## config.mk

```make
export PLATFORM = sky130hd
export DESIGN_NAME = bitplane_dma
export DESIGN_NICKNAME = d
export VERILOG_FILES = /design/src/rtl/bitplane_dma.sv
export SDC_FILE = /design/constraint.sdc
export NUM_CORES = 1
export LEC_CHECK = 0
export BUFFER_PORTS_ARGS = -buffer_cell sky130_fd_sc_hd__buf_2
export CAP_MARGIN = 30
export CORE_MARGIN = 2
export CORE_UTILIZATION = 45
export DETAILED_ROUTE_END_ITERATION = 8
export GPL_ROUTABILITY_DRIVEN = 0
export SETUP_SLACK_MARGIN = 0.15
export SLEW_MARGIN = 20
export SYNTH_ARGS = -nofsm -noshare
export SYNTH_HDL_FRONTEND = slang
export SYNTH_SLANG_ARGS = --single-unit
```

## constraint.sdc

```tcl
create_clock -name clk -period 5.1 [get_ports clk]
set_clock_uncertainty 0.2 [all_clocks]
set_input_delay 1.02 -clock clk [delete_from_list [all_inputs] [get_ports clk]]
set_output_delay 1.02 -clock clk [all_outputs]
set_load 0.005 [all_outputs]
```

## src/rtl/bitplane_dma.sv

```systemverilog
// Bitplane fetch sequencer: walks the data-fetch window each display line,
// issues one bus slot per enabled plane with the pointer address and the
// matching BPLxDAT destination, and applies the odd/even modulos at line end.
module bitplane_dma #(
    parameter int LORES_UNIT = 8,
    parameter int HIRES_UNIT = 4
) (
    input  logic        clk,
    input  logic        reset_n,
    input  logic        cck,
    input  logic [8:0]  hcnt,
    input  logic        eol,
    input  logic        dmaen,
    input  logic        vwin,
    input  logic [7:0]  reg_address_in,
    input  logic [15:0] data_in,
    output logic        dma,
    output logic [19:0] address_out,
    output logic [7:0]  reg_address_out
);

    typedef enum logic [1:0] {
        S_IDLE  = 2'd0,
        S_WAIT  = 2'd1,
        S_FETCH = 2'd2,
        S_MOD   = 2'd3
    } state_t;

    // Register addresses are [8:1] of the byte address.
    localparam logic [7:0] A_DDFSTRT = 8'h49;
    localparam logic [7:0] A_DDFSTOP = 8'h4A;
    localparam logic [7:0] A_BPLCON0 = 8'h80;
    localparam logic [7:0] A_BPL1MOD = 8'h84;
    localparam logic [7:0] A_BPL2MOD = 8'h85;
    localparam logic [7:0] A_BPL1PTH = 8'h70;
    localparam logic [7:0] A_BPL1DAT = 8'h88;

    state_t      r_state;
    logic [5:0]  r_ddfstrt;      // DDFSTRT[7:2]
    logic [5:0]  r_ddfstop;      // DDFSTOP[7:2]
    logic        r_hires;
    logic [2:0]  r_bpu;
    logic [14:0] r_mod1;         // modulo in words (byte value [15:1])
    logic [14:0] r_mod2;
    logic [5:0]  r_ustart;       // hcnt[7:2] at the start of the current unit
    logic [19:0] r_ptr [6];
    logic        r_dma;
    logic [19:0] r_address_out;
    logic [7:0]  r_reg_address_out;

    logic [2:0]  w_off;
    logic        w_boundary;
    logic [2:0]  w_plane;
    logic [2:0]  w_np_raw;
    logic [2:0]  w_np;
    logic        w_plane_ok;
    logic        w_start_match;
    logic        w_window_done;
    logic        w_fetch_go;
    logic [19:0] w_ptr_sel;
    logic [19:0] w_mod1_ext;
    logic [19:0] w_mod2_ext;
    logic [19:0] w_ptr_dma [6];
    logic [19:0] w_ptr_nxt [6];
    logic        w_unused;

    assign w_unused   = data_in[0];
    assign w_mod1_ext = {{5{r_mod1[14]}}, r_mod1};
    assign w_mod2_ext = {{5{r_mod2[14]}}, r_mod2};

    // Slot position inside the fetch unit and the plane that owns it.
    always_comb begin
        w_off      = hcnt[2:0] & (r_hires ? 3'(HIRES_UNIT - 1) : 3'(LORES_UNIT - 1));
        w_boundary = (w_off == 3'd0);
        w_plane    = 3'd0;
        if (r_hires) begin
            case (w_off[1:0])
                2'd0:    w_plane = 3'd4;
                2'd1:    w_plane = 3'd2;
                2'd2:    w_plane = 3'd3;
                2'd3:    w_plane = 3'd1;
                default: w_plane = 3'd0;
            endcase
        end else begin
            case (w_off)
                3'd1:    w_plane = 3'd4;
                3'd2:    w_plane = 3'd6;
                3'd3:    w_plane = 3'd2;
                3'd5:    w_plane = 3'd3;
                3'd6:    w_plane = 3'd5;
                3'd7:    w_plane = 3'd1;
                default: w_plane = 3'd0;
            endcase
        end
    end

    // Effective plane count, window compares and the fetch decision.
    always_comb begin
        w_np_raw      = (r_bpu == 3'd7) ? 3'd4 : r_bpu;
        w_np          = (r_hires && (w_np_raw > 3'd4)) ? 3'd4 : w_np_raw;
        w_plane_ok    = (w_plane != 3'd0) && (w_plane <= w_np);
        w_start_match = r_hires ? (hcnt[7:2] == r_ddfstrt) : (hcnt[7:3] == r_ddfstrt[5:1]);
        // The unit that started at or beyond ddfstop was the last one.
        w_window_done = r_hires ? (r_ustart >= r_ddfstop) : (r_ustart[5:1] >= r_ddfstop[5:1]);
        w_fetch_go    = cck && dmaen && !eol && w_plane_ok &&
                        (((r_state == S_WAIT) && w_boundary && w_start_match) ||
                         ((r_state == S_FETCH) && !(w_boundary && w_window_done)));
        w_ptr_sel     = 20'd0;
        for (int i = 0; i < 6; i++) begin
            if (w_plane == 3'(i + 1)) begin
                w_ptr_sel = r_ptr[i];
            end else begin
                w_ptr_sel = w_ptr_sel;
            end
        end
    end

    // Next pointer values: DMA increment or modulo, then CPU half-writes override
    // using the pre-increment value of the untouched half.
    always_comb begin
        for (int i = 0; i < 6; i++) begin
            if (w_fetch_go && (w_plane == 3'(i + 1))) begin
                w_ptr_dma[i] = r_ptr[i] + 20'd1;
            end else if (r_state == S_MOD) begin
                w_ptr_dma[i] = r_ptr[i] + (((i % 2) == 0) ? w_mod1_ext : w_mod2_ext);
            end else begin
                w_ptr_dma[i] = r_ptr[i];
            end
            if (reg_address_in == (A_BPL1PTH + 8'(2 * i))) begin
                w_ptr_nxt[i] = {data_in[4:0], r_ptr[i][14:0]};
            end else if (reg_address_in == (A_BPL1PTH + 8'(2 * i + 1))) begin
                w_ptr_nxt[i] = {r_ptr[i][19:15], data_in[15:1]};
            end else begin
                w_ptr_nxt[i] = w_ptr_dma[i];
            end
        end
    end

    // Bitplane pointer registers.
    always_ff @(posedge clk or negedge reset_n) begin
        if (!reset_n) begin
            for (int i = 0; i < 6; i++) begin
                r_ptr[i] <= 20'd0;
            end
        end else begin
            for (int i = 0; i < 6; i++) begin
                r_ptr[i] <= w_ptr_nxt[i];
            end
        end
    end

    // CPU-visible control registers.
    always_ff @(posedge clk or negedge reset_n) begin
        if (!reset_n) begin
            r_ddfstrt <= 6'd0;
            r_ddfstop <= 6'd0;
            r_hires   <= 1'b0;
            r_bpu     <= 3'd0;
            r_mod1    <= 15'd0;
            r_mod2    <= 15'd0;
        end else begin
            case (reg_address_in)
                A_DDFSTRT: r_ddfstrt <= data_in[7:2];
                A_DDFSTOP: r_ddfstop <= data_in[7:2];
                A_BPLCON0: begin
                    r_hires <= data_in[15];
                    r_bpu   <= data_in[14:12];
                end
                A_BPL1MOD: r_mod1 <= data_in[15:1];
                A_BPL2MOD: r_mod2 <= data_in[15:1];
                default: begin
                end
            endcase
        end
    end

    // Line sequencer with registered slot outputs.
    always_ff @(posedge clk or negedge reset_n) begin
        if (!reset_n) begin
            r_state           <= S_IDLE;
            r_ustart          <= 6'd0;
            r_dma             <= 1'b0;
            r_address_out     <= 20'd0;
            r_reg_address_out <= 8'hFF;
        end else begin
            if (cck) begin
                if (w_fetch_go) begin
                    r_dma             <= 1'b1;
                    r_address_out     <= w_ptr_sel;
                    r_reg_address_out <= A_BPL1DAT + {5'd0, w_plane - 3'd1};
                end else begin
                    r_dma             <= 1'b0;
                    r_reg_address_out <= 8'hFF;
                end
            end
            case (r_state)
                S_IDLE: begin
                    if (cck && (hcnt == 9'd0) && dmaen && vwin && (w_np != 3'd0)) begin
                        r_state <= S_WAIT;
                    end
                end
                S_WAIT: begin
                    if (cck) begin
                        if (eol) begin
                            r_state <= S_MOD;
                        end else if (!dmaen) begin
                            r_state <= S_IDLE;
                        end else if (w_boundary && w_start_match) begin
                            r_state  <= S_FETCH;
                            r_ustart <= hcnt[7:2];
                        end
                    end
                end
                S_FETCH: begin
                    if (cck) begin
                        if (eol || !dmaen) begin
                            r_state <= S_MOD;
                        end else if (w_boundary) begin
                            if (w_window_done) begin
                                r_state <= S_MOD;
                            end else begin
                                r_ustart <= hcnt[7:2];
                            end
                        end
                    end
                end
                S_MOD:   r_state <= S_IDLE;
                default: r_state <= S_IDLE;
            endcase
        end
    end

    assign dma             = r_dma;
    assign address_out     = r_address_out;
    assign reg_address_out = r_reg_address_out;

endmodule

```

==> results of run 1 <==
## area by class of cell
class / instances / area, sq um / share of cell area
Sequential cell: 199 / 4980 / 0.227
Tap cell: 455 / 569 / 0.0260
Multi-Input combinational cell: 1551 / 12100 / 0.551
Inverter: 63 / 251 / 0.0115
Clock buffer: 20 / 447 / 0.0204
Clock inverter: 11 / 174 / 0.00793
Timing Repair Buffer: 434 / 3430 / 0.156
## layer usage
metal | vias to the layer above | track usage | routed length [um]
li1 | 7561 | - | -
met1 | 7753 | 0.405 | 24800
met2 | 468 | 0.495 | 25900
met3 | 101 | 0.0460 | 3300
met4 | 0 | 0.136 | 2210
met5 | - | 0 | 0
## where the power goes
part           switching [uW]  leakage (uW)  internal [uW]  total (uW)
sequential                603       0.00246           2070        2670
clock                     657      0.000304            836        1490
combinational            2650       0.00718           2650        5300
total                    3910       0.00994           5560        9470
## critical path: stages
cell,delay [ps]
buf_12,100
inv_12,30
buf_4,130
ha_2,190
buf_4,160
nor2_4,110
o21ai_2,80
and2_4,160
inv_2,50
ha_1,220
o21a_1,120
o21ai_2,170
nand2_2,100
or4b_4,510
buf_8,160
and2_4,140
ha_4,210
nor2b_4,130
o21ai_2,160
a21boi_2,100
o41ai_4,370
o221ai_2,190
o211ai_1,280
a21oi_2,110
xor2_1,180
a221oi_2,230
nor2_1,70
## timing repair
| action | in CTS | in global routing |
|---|---|---|
| gates resized for setup | 154 | 133 |
| setup buffers | 46 | 26 |
| gates cloned | 1 | 0 |
| setup endpoints to repair | 67 | 75 |
| pin swaps | 114 | 150 |
| hold buffers | 0 | 0 |
## registers in the layout (all words and copies together) (netlist names), named ones only
register         cells
r_mod2              15
dma                  1
reg_address_out      4
r_hires              1
r_ptr              120
r_state              1
address_out         20
r_mod1              15
r_ddfstrt            6
r_ustart             6
r_ddfstop            6
r_bpu                3
## per-stage QoR
step	instances	area (sq um)	power [uW]
2_1_floorplan	1914	16600	5530
3_3_place_gp	2627	19300	7080
3_5_place_dp	2627	19300	7210
4_1_cts	2705	21000	9070
5_1_grt	2733	21900	10100
6_report	2733	21900	9470
## kinds of logic (layout without fill, tap and decap cells)
| logic type | after synthesis | count (layout) | share of synthesized area |
|---|---|---|---|
| DFF | 199 | 199 | 0.314 |
| muxes | 65 | 65 | 0.0449 |
| and+or+nand+nor | 648 | 648 | 0.197 |
| adders and majority gates | 140 | 140 | 0.113 |
| other | 1 | 2 | 0.000236 |
| xor gates and xnor gates | 86 | 86 | 0.0474 |
| AOI/OAI and AO/OA | 610 | 610 | 0.243 |
| buffers and inverters | 164 | 528 | 0.0414 |
## placed cells by master (no fill, tap or decap), drive strengths merged, types with 50 or more instances in the layout
cell	n
nand2	170
inv	64
ha	134
mux2	50
buf	433
and2	66
a22oi	62
nor2b	58
dfrtp	195
o21ai	162
a21oi	193
nor2	198
## worst min-delay path by stage
stage                                startpoint                     endpoint  slack (ps)
floorplan                 r_ptr[39]$_DFFE_PN0P_        r_ptr[39]$_DFFE_PN0P_         260
global placement     address_out[8]$_DFFE_PN0P_   address_out[8]$_DFFE_PN0P_         260
detailed placement  address_out[12]$_DFFE_PN0P_  address_out[12]$_DFFE_PN0P_         270
CTS                 address_out[12]$_DFFE_PN0P_  address_out[12]$_DFFE_PN0P_         280
global route                            reset_n        r_mod2[1]$_DFFE_PN0N_         240
finish                                  reset_n        r_mod2[1]$_DFFE_PN0N_         240
==> reports/metrics.cfg, run 1 <==
[routing]
drtPass1Iterations = 5
antenna_left = 0
drt_iter0_drc = 1150
drc = 0
wl_per_cell_um = 20.5
wl_um = 56100
viasPerCell = 5.81
dr_total_vias = 15883

[synthesis]
synth.cell_area_sq_um = 15900
synth-edff-count = 0
yosysMostFrequentCell = nor2_1
yosysWarnings = 0
yosys_most_used_dff = dfrtp_1
syn_inst = 1913
syn_avg_cell_area_sq_um = 8.30
synth_seq_cells = 199
yosysTopAreaCell = dfrtp_1
post_synth_most_frequent_cells = nor2_1, dfrtp_1, a21oi_1
netlist.area_leader.share = 0.307
ys_seq_area_frac = 0.314
synthDistinctLibCells = 88
synth_area_leaders = dfrtp_1, ha_1, a21oi_1, o21ai_0, nor2_1
async_flop_share = 1.00

[worst_setup_path]
cp-start-kind = primary input
r2r_setup_slack_ps = 240
cp.arrival_ps = 5490
endpoint = r_ptr[116]$_DFFE_PN0P_
crit_required_ps = 5240
r2r-start = r_hires$_DFFE_PN0N_
worstReg2RegEnd = r_ptr[116]$_DFFE_PN0P_
worstSetupEndpointType = flop
worstPathMaxFanout = 6
reg2reg_depth = 21
worstSetupStartpoint = hcnt[0]
crit_type = primary input to flop

[floorplan]
die_w_um = 192
rows = 68
initial_core_util = 0.459
io-pin-count = 68
die_h_um = 192
die_area_sq_um = 36800
coreArea_sq_um = 34600

[outcome]
violations = setup timing
status = finished, violations left

[place]
pre_cts_ws_ps = -1110
hpwl_um = 40500
portBuffers = 65

[timing]
hold_viol_final = 0
finalCritPeriodShare = 1.05
hold-worst-slack_ps = 235
fin_tns_setup_ps = -2840
timing.fmax_mhz = 187
grt_setup_unrepaired = yes
setup_viol = 21
fin_ws_ps = -251
report.final.slew_viol_count = 0
slew_headroom = 0.342
final.min_clock_period_ps = 5350
worst_pin_slew_ps = 985

[clock_network]
cts_made_buffers = 17
cts-root-buf = clkbuf_16
clk_pin_slew_worst_paths_ps = 80
clkLatencyLatePin_ps = 460
htree_levels = 4
cts_buffer_depth = 2
cts_tree = done
clock_sinks = 199

[finish]
fin_util = 0.633
insertedDiodeCount = 0
drive_gt1_frac = 0.355
areaGrowthSynthToFinish_pct = 38.0
num-fill-cells = 2828
nNetsFinal = 2445

[global_routing]
grtUsageTotal = 0.306
grt_antenna_before_repair = 1
grt_overflow = 0
grt_pass1_wl_um = 86000
grt_pass1_vias = 15537
grt_max_degree = 106

[pwr]
p_leak_uw = 0.00994
peakVddDrop_mv = 0.269
powerDensity_nw_per_um2 = 432

[min_path]
min_path_type = primary input to asynchronous set/reset pin

[run]
maxCapViolCount = 0

No activity file was read; power rests on OpenSTA's default activity.
==> inputs of run 2 (changes only) <==
--- a/config.mk
+++ b/config.mk
@@ -5,12 +5,14 @@
 export SDC_FILE = /design/constraint.sdc
 export NUM_CORES = 1
 export LEC_CHECK = 0
+export ABC_AREA = 1
 export BUFFER_PORTS_ARGS = -buffer_cell sky130_fd_sc_hd__buf_2
 export CAP_MARGIN = 30
-export CORE_MARGIN = 2
+export CORE_MARGIN = 4
 export CORE_UTILIZATION = 45
 export DETAILED_ROUTE_END_ITERATION = 8
 export GPL_ROUTABILITY_DRIVEN = 0
+export RECOVER_POWER = 100
 export SETUP_SLACK_MARGIN = 0.15
 export SLEW_MARGIN = 20
 export SYNTH_ARGS = -nofsm -noshare
==> run 2 against run 1 <==
Effect of this change: sequential power increased by 2%; the flow finishes with violations (capacitance limit, slew limit); largest cell class unchanged; critical path type unchanged; worst setup slack better by 530 ps; count of clock-buffer cells in the layout rose by 1; via count increased by 21%.
==> reports/metrics.cfg, run 2 <==
[timing]
hold-worst-slack_ps = 290  ; +54.7 ps
timing.fmax_mhz = 207  ; +11%
final.min_clock_period_ps = 4820  ; -529 ps
grt_setup_unrepaired = yes
setup_viol = 0  ; -100%
hold_viol_final = 0  ; unchanged
worst_pin_slew_ps = 3570  ; +2590 ps
finalCritPeriodShare = 0.945  ; -0.104
fin_tns_setup_ps = 0  ; +2840 ps
report.final.slew_viol_count = 68  ; +68
slew_headroom = -1.38  ; -1.72

[clock_network]
clkLatencyLatePin_ps = 470  ; about the same
cts_tree = done
cts_made_buffers = 17  ; unchanged
htree_levels = 4  ; unchanged
clk_pin_slew_worst_paths_ps = 70  ; about the same
cts-root-buf = clkbuf_16
hold_buffers = 0  ; unchanged
cts_buffer_depth = 2  ; unchanged
clock_sinks = 199  ; unchanged

[synthesis]
synth_top_family_by_area = simple AND/OR/NAND/NOR gates
synth-edff-count = 0  ; unchanged
synth_seq_cells = 199  ; unchanged
syn_avg_cell_area_sq_um = 6.78  ; -18%
netlist.area_leader.share = 0.279  ; -0.0284
ys_seq_area_frac = 0.285  ; -0.0290
yosysTopAreaCell = dfrtp_1
syn_inst = 2582  ; +35%
synth.cell_area_sq_um = 17500  ; +10%
synth_mux_area_frac = 0.00257  ; -0.0423
synth_simple_gate_area_frac = 0.298  ; +0.101
synthAdderAreaFrac = 0.103  ; -0.0104
async_flop_share = 1.00  ; unchanged
post_synth_most_frequent_cells = nand2_1, inv_1, a21oi_1
yosysWarnings = 0  ; unchanged
yosys_most_used_dff = dfrtp_1
synth_compound_area_frac = 0.206  ; -0.0363
yosysMostFrequentCell = nand2_1
synthDistinctLibCells = 58  ; -34%
synth_xor_xnor_area_share = 0.0195  ; -0.0279
synth_area_leaders = dfrtp_1, nand2_1, ha_1, a21oi_1, o21ai_0

[global_routing]
grt_pass1_vias = 18042  ; +16%
grtUsageTotal = 0.324  ; +0.0182
grt_antenna_before_repair = 1  ; unchanged
grt_overflow = 0  ; unchanged
grt_max_degree = 81  ; -24%
grt_pass1_wl_um = 105000  ; +22%

[finish]
areaGrowthSynthToFinish_pct = 19.6
largest_reg_flops = 120  ; unchanged
num-fill-cells = 3872  ; +37%
nNetsFinal = 3036  ; +24%
fin_cells = 3382  ; +24%
most-common-layout-cells = nand2_1, inv_1, a21oi_1
layout_commonest_cell = nand2_1
top_register = r_ptr
drive_gt1_frac = 0.174  ; -0.180

[routing]
drtPass1Iterations = 6  ; +1
antenna_left = 0  ; unchanged
drc = 0  ; unchanged
wl_um = 69100  ; +23%
viasPerCell = 5.69  ; -2.0%
drt_iter0_drc = 1962  ; +71%
dr_total_vias = 19256  ; +21%
wl_per_cell_um = 20.4  ; -0.57%

[worst_setup_path]
cp-start-kind = primary input
worstSetupEndpointType = flop
critPathMaxStageDelay_ps = 350  ; -160 ps
crit_type = primary input to flop
worst_path_max_delay_cell = nor4_1
crit_required_ps = 5290  ; +50 ps
cp.arrival_ps = 5010  ; -480 ps
worstPathMaxFanout = 16  ; +10

[min_path]
min_path_type = flop to flop

[floorplan]
io-pin-count = 68  ; unchanged
coreArea_sq_um = 38000  ; +9.8%
initial_core_util = 0.460  ; +0.00158
die_area_sq_um = 42100  ; +14%
die_h_um = 205  ; +6.9%
rows = 71  ; +4.4%
die_w_um = 205  ; +6.9%

[place]
dpl.cell_count = 3340  ; +27%
hpwl_um = 53300  ; +32%
portBuffers = 65  ; unchanged

[outcome]
violations = capacitance limit, slew limit
status = finished, violations left

[pwr]
comb_power_share = 0.534  ; -0.026
powerDensity_nw_per_um2 = 431  ; -0.20%
swShare = 0.447  ; +0.0336
p_leak_uw = 0.0109  ; +9.7%
peakVddDrop_mv = 0.279  ; +3.8%
p_switching_uw = 4030  ; +3.1%
internal_power_uw = 4990  ; -10%
p_clk_frac = 0.165  ; +0.007
pwr-share-seq = 0.302  ; +0.020

[run]
maxCapViolCount = 1  ; +1

run 2: cell count changes after synthesis, sizes merged, moves of 58 or more:
cell	change
o21ai	+70
nand2	+511
and2	-62
a21oi	+70
nand3	+137
nor2b	-58
inv	+231
run 2: final cells by class:
| class | count | area [sq um] | share of cell area |
|---|---|---|---|
| clock buffer | 21 | 460 | 0.0220 |
| timing repair buffer | 332 | 2340 | 0.112 |
| tap | 511 | 639 | 0.0305 |
| antenna | 2 | 5.00 | 0.000239 |
| sequential | 199 | 4980 | 0.238 |
| inverter | 294 | 1110 | 0.0530 |
| multi-input combinational | 2013 | 11300 | 0.537 |
| clock inverter | 10 | 144 | 0.00687 |
run 2: power by group through the flow:
| stage | Sequential (uW) | Combinational [uW] | Clock [uW] |
|---|---|---|---|
| 2_1_floorplan | 2460 | 2940 | 0 |
| 3_3_place_gp | 2700 | 4530 | 0 |
| 3_5_place_dp | 2700 | 4630 | 0 |
| 4_1_cts | 2680 | 4660 | 1500 |
| 5_1_grt | 2760 | 5360 | 1560 |
| 6_report | 2720 | 4810 | 1490 |
run 2: per-stage QoR:
step | util | setup WS, ps | power [uW] | cell area [sq um]
global placement | 0.528 | -158 | 7230 | 20100
global route | 0.551 | 37.3 | 9680 | 20900
detailed placement | 0.528 | -230 | 7330 | 20100
CTS | 0.544 | 225 | 8840 | 20700
finish | 0.551 | 278 | 9020 | 20900
floorplan | - | 145 | 5400 | 17500
run 2: timing repair:
| action | in CTS | in global routing |
|---|---|---|
| buffers inserted | 0 | 7 |
| resized for setup | 0 | 82 |
| endpoints found under the setup margin | 0 | 72 |
| endpoints found under the hold margin | 0 | 0 |
run 2: kinds of logic after synthesis:
| kind of cell | count (synthesis) |
|---|---|
| compound gates | 637 |
| xor+xnor | 39 |
| fa+ha+maj | 140 |
| buf+inv | 371 |
| flops | 199 |
| mux | 4 |
| other cells | 1 |
| simple gates | 1191 |
run 2: layer usage:
layer / global-route usage / part of all wire / wire length (um)
met5: 0 / 0 / 0
met4: 0.129 / 0.043 / 2940
met3: 0.0558 / 0.092 / 6380
met2: 0.497 / 0.44 / 30100
met1: 0.457 / 0.43 / 29600
run 2: worst max-delay path: cells and delay by family:
| kind | cells | cell delay [ps] |
|---|---|---|
| and+or+nand+nor | 13 | 1590 |
| buffers and inverters | 9 | 1140 |
| adders and majority gates | 3 | 810 |
| AOI/OAI and AO/OA | 2 | 440 |
run 2: worst paths after layout:
path	endpoint	slack, ps	cells past startpoint	start
max in group asynchronous	r_ustart[4]$_DFFE_PN0P_	840	2	reset_n
worst min-delay path	r_ddfstop[2]$_DFFE_PN0N_	290	2	r_ddfstop[2]$_DFFE_PN0N_
worst max register to register	r_ptr[119]$_DFFE_PN0P_	660	25	r_hires$_DFFE_PN0N_
min in group asynchronous	r_ptr[115]$_DFFE_PN0P_	1690	1	reset_n
worst max-delay path	r_ptr[119]$_DFFE_PN0P_	280	27	hcnt[0]
worst min register to register	r_ddfstop[2]$_DFFE_PN0N_	290	2	r_ddfstop[2]$_DFFE_PN0N_
